--- src/rtl/nn_pkg.sv ---
// Shared types and helpers for the layer serializer: FSM state encoding and index sizing.
package nn_pkg;

  typedef enum logic [0:0] {
    IDLE  = 1'b0,
    SHIFT = 1'b1
  } state_e;

  localparam int NN_DEFAULT = 10;

  // Index width for an NN-word frame, never narrower than one bit.
  function automatic int idx_width(input int nn);
    return (nn > 1) ? $clog2(nn) : 1;
  endfunction

  localparam int IDX_W = idx_width(NN_DEFAULT);

endpackage

--- src/rtl/layer_serializer.sv ---
// Captures NN parallel neuron outputs in one cycle and replays them as a serial stream,
// one word per accepted beat, with sticky overrun/misalign error flags.
module layer_serializer
  import nn_pkg::*;
#(
  parameter int NN        = 10,
  parameter int dataWidth = 16
) (
  input  logic                    clk,
  input  logic                    rst,
  input  logic [NN-1:0]           in_valid,
  input  logic [NN*dataWidth-1:0] in_data,
  input  logic                    out_ready,
  input  logic                    clr_err,
  output logic                    out_valid,
  output logic [dataWidth-1:0]    out_data,
  output logic                    out_last,
  output logic                    busy,
  output logic                    overrun,
  output logic                    misalign
);

  localparam int IDX_W = idx_width(NN);
  localparam logic [IDX_W-1:0] LAST_IDX = IDX_W'(NN - 1);

  state_e               state_q, state_d;
  logic [IDX_W-1:0]     idx_q, idx_d;
  logic [dataWidth-1:0] buf_q [NN];
  logic [dataWidth-1:0] buf_d [NN];
  logic                 overrun_q, overrun_d;
  logic                 misalign_q, misalign_d;

  logic trig_s;
  logic partial_s;
  logic accept_s;
  logic at_last_s;
  logic load_s;
  logic overrun_set_s;

  assign trig_s    = &in_valid;
  assign partial_s = (|in_valid) & ~trig_s;
  assign at_last_s = (state_q == SHIFT) && (idx_q == LAST_IDX);
  assign accept_s  = (state_q == SHIFT) && out_ready;

  always_comb begin
    state_d       = state_q;
    idx_d         = idx_q;
    load_s        = 1'b0;
    overrun_set_s = 1'b0;
    case (state_q)
      IDLE: begin
        if (trig_s) begin
          load_s  = 1'b1;
          idx_d   = '0;
          state_d = SHIFT;
        end else begin
          state_d = IDLE;
        end
      end
      SHIFT: begin
        if (accept_s && at_last_s) begin
          // A trigger on the closing beat chains the next frame with no bubble.
          idx_d = '0;
          if (trig_s) begin
            load_s  = 1'b1;
            state_d = SHIFT;
          end else begin
            state_d = IDLE;
          end
        end else begin
          if (accept_s) begin
            idx_d = idx_q + IDX_W'(1);
          end else begin
            idx_d = idx_q;
          end
          overrun_set_s = trig_s;
        end
      end
      default: begin
        state_d = IDLE;
        idx_d   = '0;
      end
    endcase
  end

  always_comb begin
    for (int i = 0; i < NN; i++) begin
      if (load_s) begin
        buf_d[i] = in_data[i*dataWidth +: dataWidth];
      end else begin
        buf_d[i] = buf_q[i];
      end
    end
  end

  // Set wins over a simultaneous clear.
  assign overrun_d  = overrun_set_s | (overrun_q & ~clr_err);
  assign misalign_d = partial_s | (misalign_q & ~clr_err);

  always_ff @(posedge clk or posedge rst) begin
    if (rst) begin
      state_q    <= IDLE;
      idx_q      <= '0;
      overrun_q  <= 1'b0;
      misalign_q <= 1'b0;
      for (int i = 0; i < NN; i++) begin
        buf_q[i] <= '0;
      end
    end else begin
      state_q    <= state_d;
      idx_q      <= idx_d;
      overrun_q  <= overrun_d;
      misalign_q <= misalign_d;
      for (int i = 0; i < NN; i++) begin
        buf_q[i] <= buf_d[i];
      end
    end
  end

  assign busy      = (state_q == SHIFT);
  assign out_valid = busy;
  assign out_last  = at_last_s;
  assign out_data  = busy ? buf_q[idx_q] : '0;
  assign overrun   = overrun_q;
  assign misalign  = misalign_q;

endmodule

--- config.mk ---
export PLATFORM = sky130hd
export DESIGN_NAME = layer_serializer
export DESIGN_NICKNAME = d
export VERILOG_FILES = /design/src/rtl/nn_pkg.sv /design/src/rtl/layer_serializer.sv
export SDC_FILE = /design/constraint.sdc
export NUM_CORES = 1
export LEC_CHECK = 0
export ABC_AREA = 1
export CAP_MARGIN = 20
export CORE_AREA = 2 2 131 133
export DETAILED_ROUTE_END_ITERATION = 10
export DIE_AREA = 0 0 133 135
export PLACE_DENSITY = 0.82
export SETUP_SLACK_MARGIN = 0.05
export SLEW_MARGIN = 5
export SYNTH_ARGS = -nofsm -noshare
export SYNTH_HDL_FRONTEND = slang
export SYNTH_SLANG_ARGS = --single-unit
--- constraint.sdc ---
create_clock -name clk -period 7.52 [get_ports clk]
set_input_delay 2.256 -clock clk [delete_from_list [all_inputs] [get_ports clk]]
set_output_delay 2.256 -clock clk [all_outputs]
set_load 0.005 [all_outputs]
==> results.md, run 1 <==
- The via count of the first global-routing pass is 7559.
- Setup violations remaining at the end of the flow were counted as 0.
- The mean post-synth cell area is ~7.3 um2.
- Measured against its own limit, the worst slew margin works out to 24.3%.
- The maximum clock frequency is 174 MHz.
- The number of storage elements in the synthesis netlist is 167.
- The count of unresolved DRC violations after routing is 0.
- Once the floorplan was initialized, standard cells occupied 49.7% of the core.
- The floorplan die width is 133 um.
- No sink is reached through more buffers than the 2 on the longest clock path.
- Summed over all layers, the global routing overflow is 0.
- At the later pin of the worst-skew pair, clock insertion delay measures 0.43 ns.
- The routed wire length is 23.9 mm.
- The number of max-slew violations in the final report came to 0.
- The cell leakage power is 5.46 nW.
- In this run the core area contains 47 standard-cell rows.
- The number of nets in the synthesized netlist is about 1300.
- Setup repair after global routing left no endpoint under its margin.
- Between clock sinks in the finished design, the worst skew comes to 0.00579 ns.
- The total die area is 0.0180 mm2.
- The maximum number of pins on one net before global-route repair is 85.
- The power dissipated by switching net loads is 0.641 mW.
- The internal power consumption is 1.71 mW.
- By area the synthesized netlist is led by dfrtp_1 (51%), nand2_1 (17%), nand3_1 (9.9%).
- The slowest stage of the critical path is the inv_1 cell.
- At the pin with the least slew margin, the transition time is 1.13 ns.
- The library cell used most frequently in the layout, excluding fill and tap cells, is nand2_1.
- The root buffer selected by CTS is clkbuf_16.
- TritonCTS built the clock tree.
- The final critical-path required period is 5.75 ns.
- The routed wire length on met3 is roughly 2 mm.
- Yosys mapped the design onto 19 distinct sky130hd cell types.
- The last weighted congestion value of the routability-driven placer is 0.893.
- Leaving out fill and tap cells, the most frequent cells in the layout are nand2_1 (377), clkdlybuf4s50_1 (194), dfrtp_1 (166).
- Before antenna repair, the detailed router went through 6 iterations.
- The power per standard cell area is 216 mW/mm2.
- The most numerous cell on the critical path is nand3_1.
- The share of total power dissipated in sequential elements is 40.2%.
- The tool flagged a number of max-cap violations equal to 0.
- The critical path's largest stage delay is 0.74 ns.
- The uppermost layer routed is met4.
- The number of routed nets with antenna violations is 0.
- The capturing element type of the critical path is an output port.
- The final design area excluding fillers is 0.0109 mm2.
- The required time of the worst setup path is 5.26 ns.
- The floorplan core area is 0.0164 mm2.
- The Yosys step of the flow raised 0 warnings.
- After clock tree synthesis, the setup repair step added 0 buffers.
- The number of cells upsized or downsized after cts is 0.
- The final layout contains 1437 nets.
- The critical path is of the register to output port type.
- The number of antenna violations at the first check in global routing was 0.
- The part of the total power dissipated in the clock network is around 42%.
- The first-pass GRT wire length is 38.6 mm.
- Counting every instance in the synthesized netlist gives 1111.
- The first routing iteration left between 800 and 900 violations.
- The total routing usage reported by global routing is 27.6%.
- In this run the biggest area consumer among cell types represents 51.2% of the synthesized area.
- Setup total negative slack on the finished layout was measured at 0 ns.
- Pin placement for this block handled 195 I/O pins.
- The share of total power consumed by net switching is 27.3%.
- The critical path buffer and inverter count is 3.
- The number of hold violations in the final report is 0.
- For this run, asynchronously set or reset flops after synthesis account for 100%.
- The share of layout cells above drive strength 1 is slightly below 4%.
- The average via count per standard cell is 5.22.
- The detailed-route via count is 7799.
- In this run, the combinational gates consume ~17% of the power.
- The final-layout worst hold slack is about 0.47 ns.
- The worst setup path is launched from a register.
- In the finished design, the share of the clock period the worst path needs comes to 76.5%.
- The H-tree was split into 4 levels.
- The die is 135 um tall.
- 0 antenna diodes ended up in the layout.
- The clock sink total is around 170.
- The post-synth design cell area is 0.00816 mm2.
- The met1 wire length is between 10 and 15 mm.
- The instance area after placement is 0.0102 mm2.
- The final HPWL from detailed placement is 16.5 mm.
- After clock tree synthesis, the flow added hold-fix buffers numbering 0.
- The count of flip-flops with a built-in enable after synthesis is 0.
- The signal on the critical path passes through buf_4 -> inv_1 -> nand3_1 -> nand3_1 -> nand3_1 -> a21oi_1 -> clkdlybuf4s50_1.
- For this run, the leading register cell type out of synthesis is dfrtp_1.
- The mean routed wirelength per cell is 16.0 um.
- Relative to the synthesized area, the layout overhead comes to 33.1%.
- The clock buffer count from CTS is 17.
- In the detailed route, the total length drawn on met2 is around 11 mm.
- Measured on the finished design, the core utilization comes to 66.2%.
- Summing internal, switching and leakage power gives 2.35 mW.
- The path class of the lowest-slack min-delay path is register to register.
- For this run, the register share of the synthesized area comes to 51.2%.
- STA puts the critical path data arrival time at around 3.5 ns.
- The run finished with clean final reports.
- The worst supply voltage drop on vdd is between 0.15 and 0.2 mV.
- The peak fanout along the critical path is 33.
- The kind of cell with the highest combined delay along the critical path is buffers and inverters.
- The count of buffers added on input and output ports is 194.
- The clock transition at the registers of the reported paths is roughly 0.060 ns.
- The largest area contributor in the synthesized netlist is dfrtp_1.
sequential cells by signal (all words and copies together) (netlist names):
| signal | flops |
|---|---|
| idx_q | 4 |
| misalign | 1 |
| buf_q | 160 |
| overrun | 1 |
| busy | 1 |
layer usage:
layer	global-route usage, %	vias up
met5	0	-
met4	11.1	0
met3	6.79	47
met2	43.7	380
met1	36.9	3604
li1	-	3768
power groups by stage:
stage / sequential (mW) / clock [mW] / combinational [mW]
6_report: 0.944 / 0.996 / 0.408
5_1_grt: 0.946 / 1.04 / 0.441
4_1_cts: 0.943 / 1.00 / 0.405
3_5_place_dp: 0.960 / 0 / 0.403
2_1_floorplan: 0.951 / 0 / 0.222
3_3_place_gp: 0.959 / 0 / 0.401
path summary, 6_finish.rpt:
kind | startpoint | slack (ns) | cells past startpoint | to
max in group asynchronous | rst | 4.07 | 3 | buf_q[123]$_DFFE_PP0P_
max | idx_q[1]$_DFFE_PP0P_ | 1.77 | 7 | out_data[2]
min reg2reg | buf_q[16]$_DFFE_PP0P_ | 0.47 | 2 | buf_q[16]$_DFFE_PP0P_
min in group asynchronous | rst | 2.28 | 2 | overrun$_DFF_PP0_
max reg2reg | idx_q[1]$_DFFE_PP0P_ | 2.94 | 12 | buf_q[115]$_DFFE_PP0P_
min | buf_q[16]$_DFFE_PP0P_ | 0.47 | 2 | buf_q[16]$_DFFE_PP0P_
worst reg2reg max path, cell delays in order, from the launching register on:
cell	delay, ns
dfrtp_1	0.65
buf_4	0.36
inv_1	0.74
ha_1	0.29
nand2_1	0.07
nor2_2	0.23
nand2_1	0.10
nand2_2	0.06
buf_4	0.53
nand2_4	0.60
buf_4	0.55
nor2_1	0.19
a21oi_1	0.08
final cells by class:
type                            instances  area, um2
Fill cell                            1371       5550
Sequential cell                       167       4180
Multi-Input combinational cell        764       3270
Timing Repair Buffer                  204       2040
Clock buffer                           22        494
Inverter                              107        407
Tap cell                              220        275
Clock inverter                         10        190
logic make-up after synthesis:
family | Yosys count | synth area share (%)
simple gates | 646 | 32.3
fa+ha+maj | 2 | 0.307
buf+inv | 180 | 8.91
compound gates | 114 | 6.99
xor+xnor | 2 | 0.215
flops | 167 | 51.2
synthesized netlist by cell type (6+ instances only):
| cell type | instances |
|---|---|
| a21oi_1 | 112 |
| buf_1 | 6 |
| buf_2 | 35 |
| clkbuf_1 | 30 |
| dfrtp_1 | 167 |
| inv_1 | 103 |
| nand2_1 | 379 |
| nand3_1 | 162 |
| nor2_1 | 100 |
metrics by stage:
stage	std cells	setup slack (ns)
after floorplan	1111	0.746
after global placement	1462	2.27
after detailed placement	1462	2.33
after CTS	1494	1.85
after global routing	1494	1.68
final	1494	1.77
Note: power is estimated with default switching activity, not from simulation.
==> run 2: changes to the inputs <==
- clock period: 7.52 -> 5.9 ns (I/O delays scaled with it)
==> run 2 against run 1 <==
Net effect:
- cell count is 0.20% higher
- combinational power increased by 31%
- sequential share of layout area increased by 0.080 points
- critical endpoint is now out_data[9]
- largest power group is now registers
==> results.md, run 2 (synthesis results as in run 1) <==
- The run finished with clean final reports.
- The worst setup path is launched from a register.
- The chip height is 135 um (unchanged).
- The internal reg-to-reg setup slack is 2.61 ns (-0.33 ns).
- The number of detailed-route iterations in the first pass came to 6 (unchanged).
- The worst setup margin is 1.08 ns (-0.685 ns).
- The depth of the worst hold-timing path came to 2 (unchanged).
- The classification of the worst setup path is register to output port.
- The endpoint of the worst hold path is buf_q[130]$_DFFE_PP0P_.
- The count of unresolved DRC violations after routing is 0 (unchanged).
- The required time of the worst setup path is 4.13 ns (-1.13 ns).
- The H-tree depth is 4 (unchanged).
- Setup repair after global routing left no endpoint under its margin.
- The internal power consumption is 2.08 mW (+22%).
- The number of hold violations in the final report came to 0 (unchanged).
- The via count of the first global-routing pass is 7580 (+0.28%).
- The number of cells upsized or downsized after cts is 0 (unchanged).
- The average via count per standard cell is 5.32 (+2.0%).
- The critical path's largest stage delay is 0.64 ns (-0.10 ns).
- The clock transition at the registers of the reported paths came to 0.06 ns (about the same).
- The area overhead of the layout relative to synthesis is 32.8%.
- The cell leakage power is 5.45 nW (-0.36%).
- The floorplan die width is 133 um (unchanged).
- The instance area after placement is 0.0102 mm2 (+0.33%).
- The mean routed wirelength per cell is 16.4 um (+2.3%).
- The power per standard cell area is 270 mW/mm2 (+25%).
- The clock sink total came to 167 (unchanged).
- The share of layout cells above drive strength 1 came to 4.15% (+0.23 points).
- The share of total power consumed by net switching was 28.8% (+1.5 points).
- The sequential cell fraction of total power came to 40.9% (+0.7 points).
- In this run the most critical hold path is launched from buf_q[130]$_DFFE_PP0P_.
- The number of flip-flops under the largest register name is 160 (unchanged).
- The power dissipated by switching net loads is 0.842 mW (+31%).
- The layout filler cell count is 1360 (-0.80%).
- The global route total overflow is 0 (unchanged).
- The total die area is 0.0180 mm2 (unchanged).
- The largest register by flop count is buf_q.
- The max-cap violation count is 0 (unchanged).
- The iteration-0 DRC count of the detailed router was 977 (+20%).
- The I/O pin count is 195 (unchanged).
- The worst register-to-register path ends at buf_q[89]$_DFFE_PP0P_.
- The final design area excluding fillers came to 0.0108 mm2 (-0.21%).
- The routed wire length is 24.5 mm (+2.5%).
- The worst-case reg-to-reg path depth is 10 (-2).
- The worst supply voltage drop on vdd was 0.235 mV (+37%).
- The standard-cell row count came to 47 (unchanged).
- The reg-to-reg startpoint is idx_q[1]$_DFFE_PP0P_.
- The worst clock skew was 0.00852 ns (+0.00273 ns).
- The number of max-slew violations in the final report is 0 (unchanged).
- The floorplan core area was 0.0164 mm2 (unchanged).
- The first-pass GRT wire length is 39.0 mm (+1.1%).
- The total inserted antenna cells is 0 (unchanged).
- The critical-path cell with the highest stage delay is dfrtp_1.
- The maximum number of pins on one net before global-route repair is 102 (+20%).
- The clock buffer count from CTS is 17 (unchanged).
- The relative max-transition margin is 34.9% (+11 points).
- The final-layout worst hold slack is 0.472 ns (+0.00118 ns).
- The part of the total power dissipated in the clock network is 40.9% (-1.5 points).
- The post-CTS setup buffer count is 0 (unchanged).
- The clock network latency to the later pin of the worst-skew pair came to 0.44 ns (about the same).
- The path class of the lowest-slack min-delay path is register to register.
- The CTS tree is built.
- Leaving out fill and tap cells, the most frequent cell in the layout is nand2_1.
- The detailed-route via count came to 7971 (+2.2%).
- The worst setup path is captured at an output port.
- The last weighted congestion value of the routability-driven placer is 0.924 (+3.4%).
- The layout net count is 1440 (+0.21%).
- The combinational group share of total power came to 18.2% (+0.8 points).
- Timing would allow up to ~210 MHz.
- The worst-case setup slack after placement is 1.61 ns (-0.718 ns).
- The total power consumption of the routed design is 2.92 mW (+25%).
- The final critical path takes up 81.6% of the cycle.
- The number of setup violations in the final report is 0 (unchanged).
- The number of hold-repair buffers added at the cts stage came to 0 (unchanged).
- The total routing usage reported by global routing is 27.9% (+0.30 points).
- The top cell types in the final layout, fill and taps aside, are nand2_1 (377), clkdlybuf4s50_1 (194), dfrtp_1 (166).
- The number of antenna violations at the first check in global routing is 0 (unchanged).
- In the final layout, the registers with the most flip-flops are buf_q (160), idx_q (4).
- The arrival time at the worst endpoint is 3.05 ns (-0.44 ns).
- The root buffer selected by CTS is clkbuf_16.
- The most numerous cell on the critical path is nand2_1.
- The pin slew with the least headroom to its limit is 0.976 ns (-0.156 ns).
- The peak fanout along the critical path was 20 (-39%).
- The signal on the critical path passes through inv_2 -> nand2_1 -> nor2_1 -> buf_4 -> nand2_1 -> a21oi_1 -> clkdlybuf4s50_1.
- The initial standard-cell utilization of the core is 49.7% (unchanged).
- The number of buffers between clock root and the deepest sink was 2 (unchanged).
- The count of buffers from port buffering is 194 (unchanged).
- The number of routed nets with antenna violations is 0 (unchanged).
- The accumulated negative setup slack came to 0 ns (unchanged).
- The final critical-path required period is 4.82 ns.
- The final HPWL from detailed placement is 17.1 mm (+3.9%).
==> run 2: stage by stage <==
step | util [%] | std cells
after global placement | 62.2 | 1465
after global routing | 66.0 | 1497
after CTS | 66.0 | 1497
after detailed placement | 62.2 | 1465
after floorplan | - | 1111
final | 66.0 | 1497
==> run 2: how the worst max path moves through the flow <==
stage                    startpoint                   end
2_1_floorplan                   rst  buf_q[0]$_DFFE_PP0P_
3_3_place_gp   idx_q[0]$_DFFE_PP0P_           out_data[6]
3_5_place_dp   idx_q[2]$_DFFE_PP0P_           out_data[9]
4_1_cts        idx_q[2]$_DFFE_PP0P_           out_data[9]
5_1_grt        idx_q[2]$_DFFE_PP0P_           out_data[9]
6_report       idx_q[2]$_DFFE_PP0P_           out_data[9]
==> run 2: metal layers <==
layer | vias to the layer above | track usage, % | part of all wire [%]
li1 | 3775 | - | -
met1 | 3737 | 38.4 | 42
met2 | 402 | 43.7 | 47
met3 | 57 | 5.52 | 8.2
met4 | 0 | 11.6 | 3.4
met5 | - | 0 | 0
==> run 2: power groups by stage <==
stage                     registers (mW)  clock network, mW  logic (mW)
after global placement              1.22                  0       0.518
after detailed placement            1.22                  0       0.522
after floorplan                     1.21                  0       0.284
final                               1.20               1.20       0.533
after CTS                           1.20               1.20       0.524
after global routing                1.20               1.25       0.568
==> run 2: area by class of cell <==
cell class / count / area [um2] / area share (%)
sequential: 167 / 4180 / 38.6
tap: 220 / 275 / 2.54
inverter: 107 / 405 / 3.74
clock buffer: 17 / 425 / 3.93
multi-input combinational: 764 / 3270 / 30.2
clock inverter: 15 / 203 / 1.87
timing repair buffer: 207 / 2080 / 19.2
==> run 2: worst max-delay path, delay by kind of cell (launching register included) <==
family                 cells  cell delay (ns)
flip-flops                 1             0.64
AO/OA/AOI/OAI              1             0.18
buffers and inverters      3             1.16
AND/OR/NAND/NOR            3             0.63
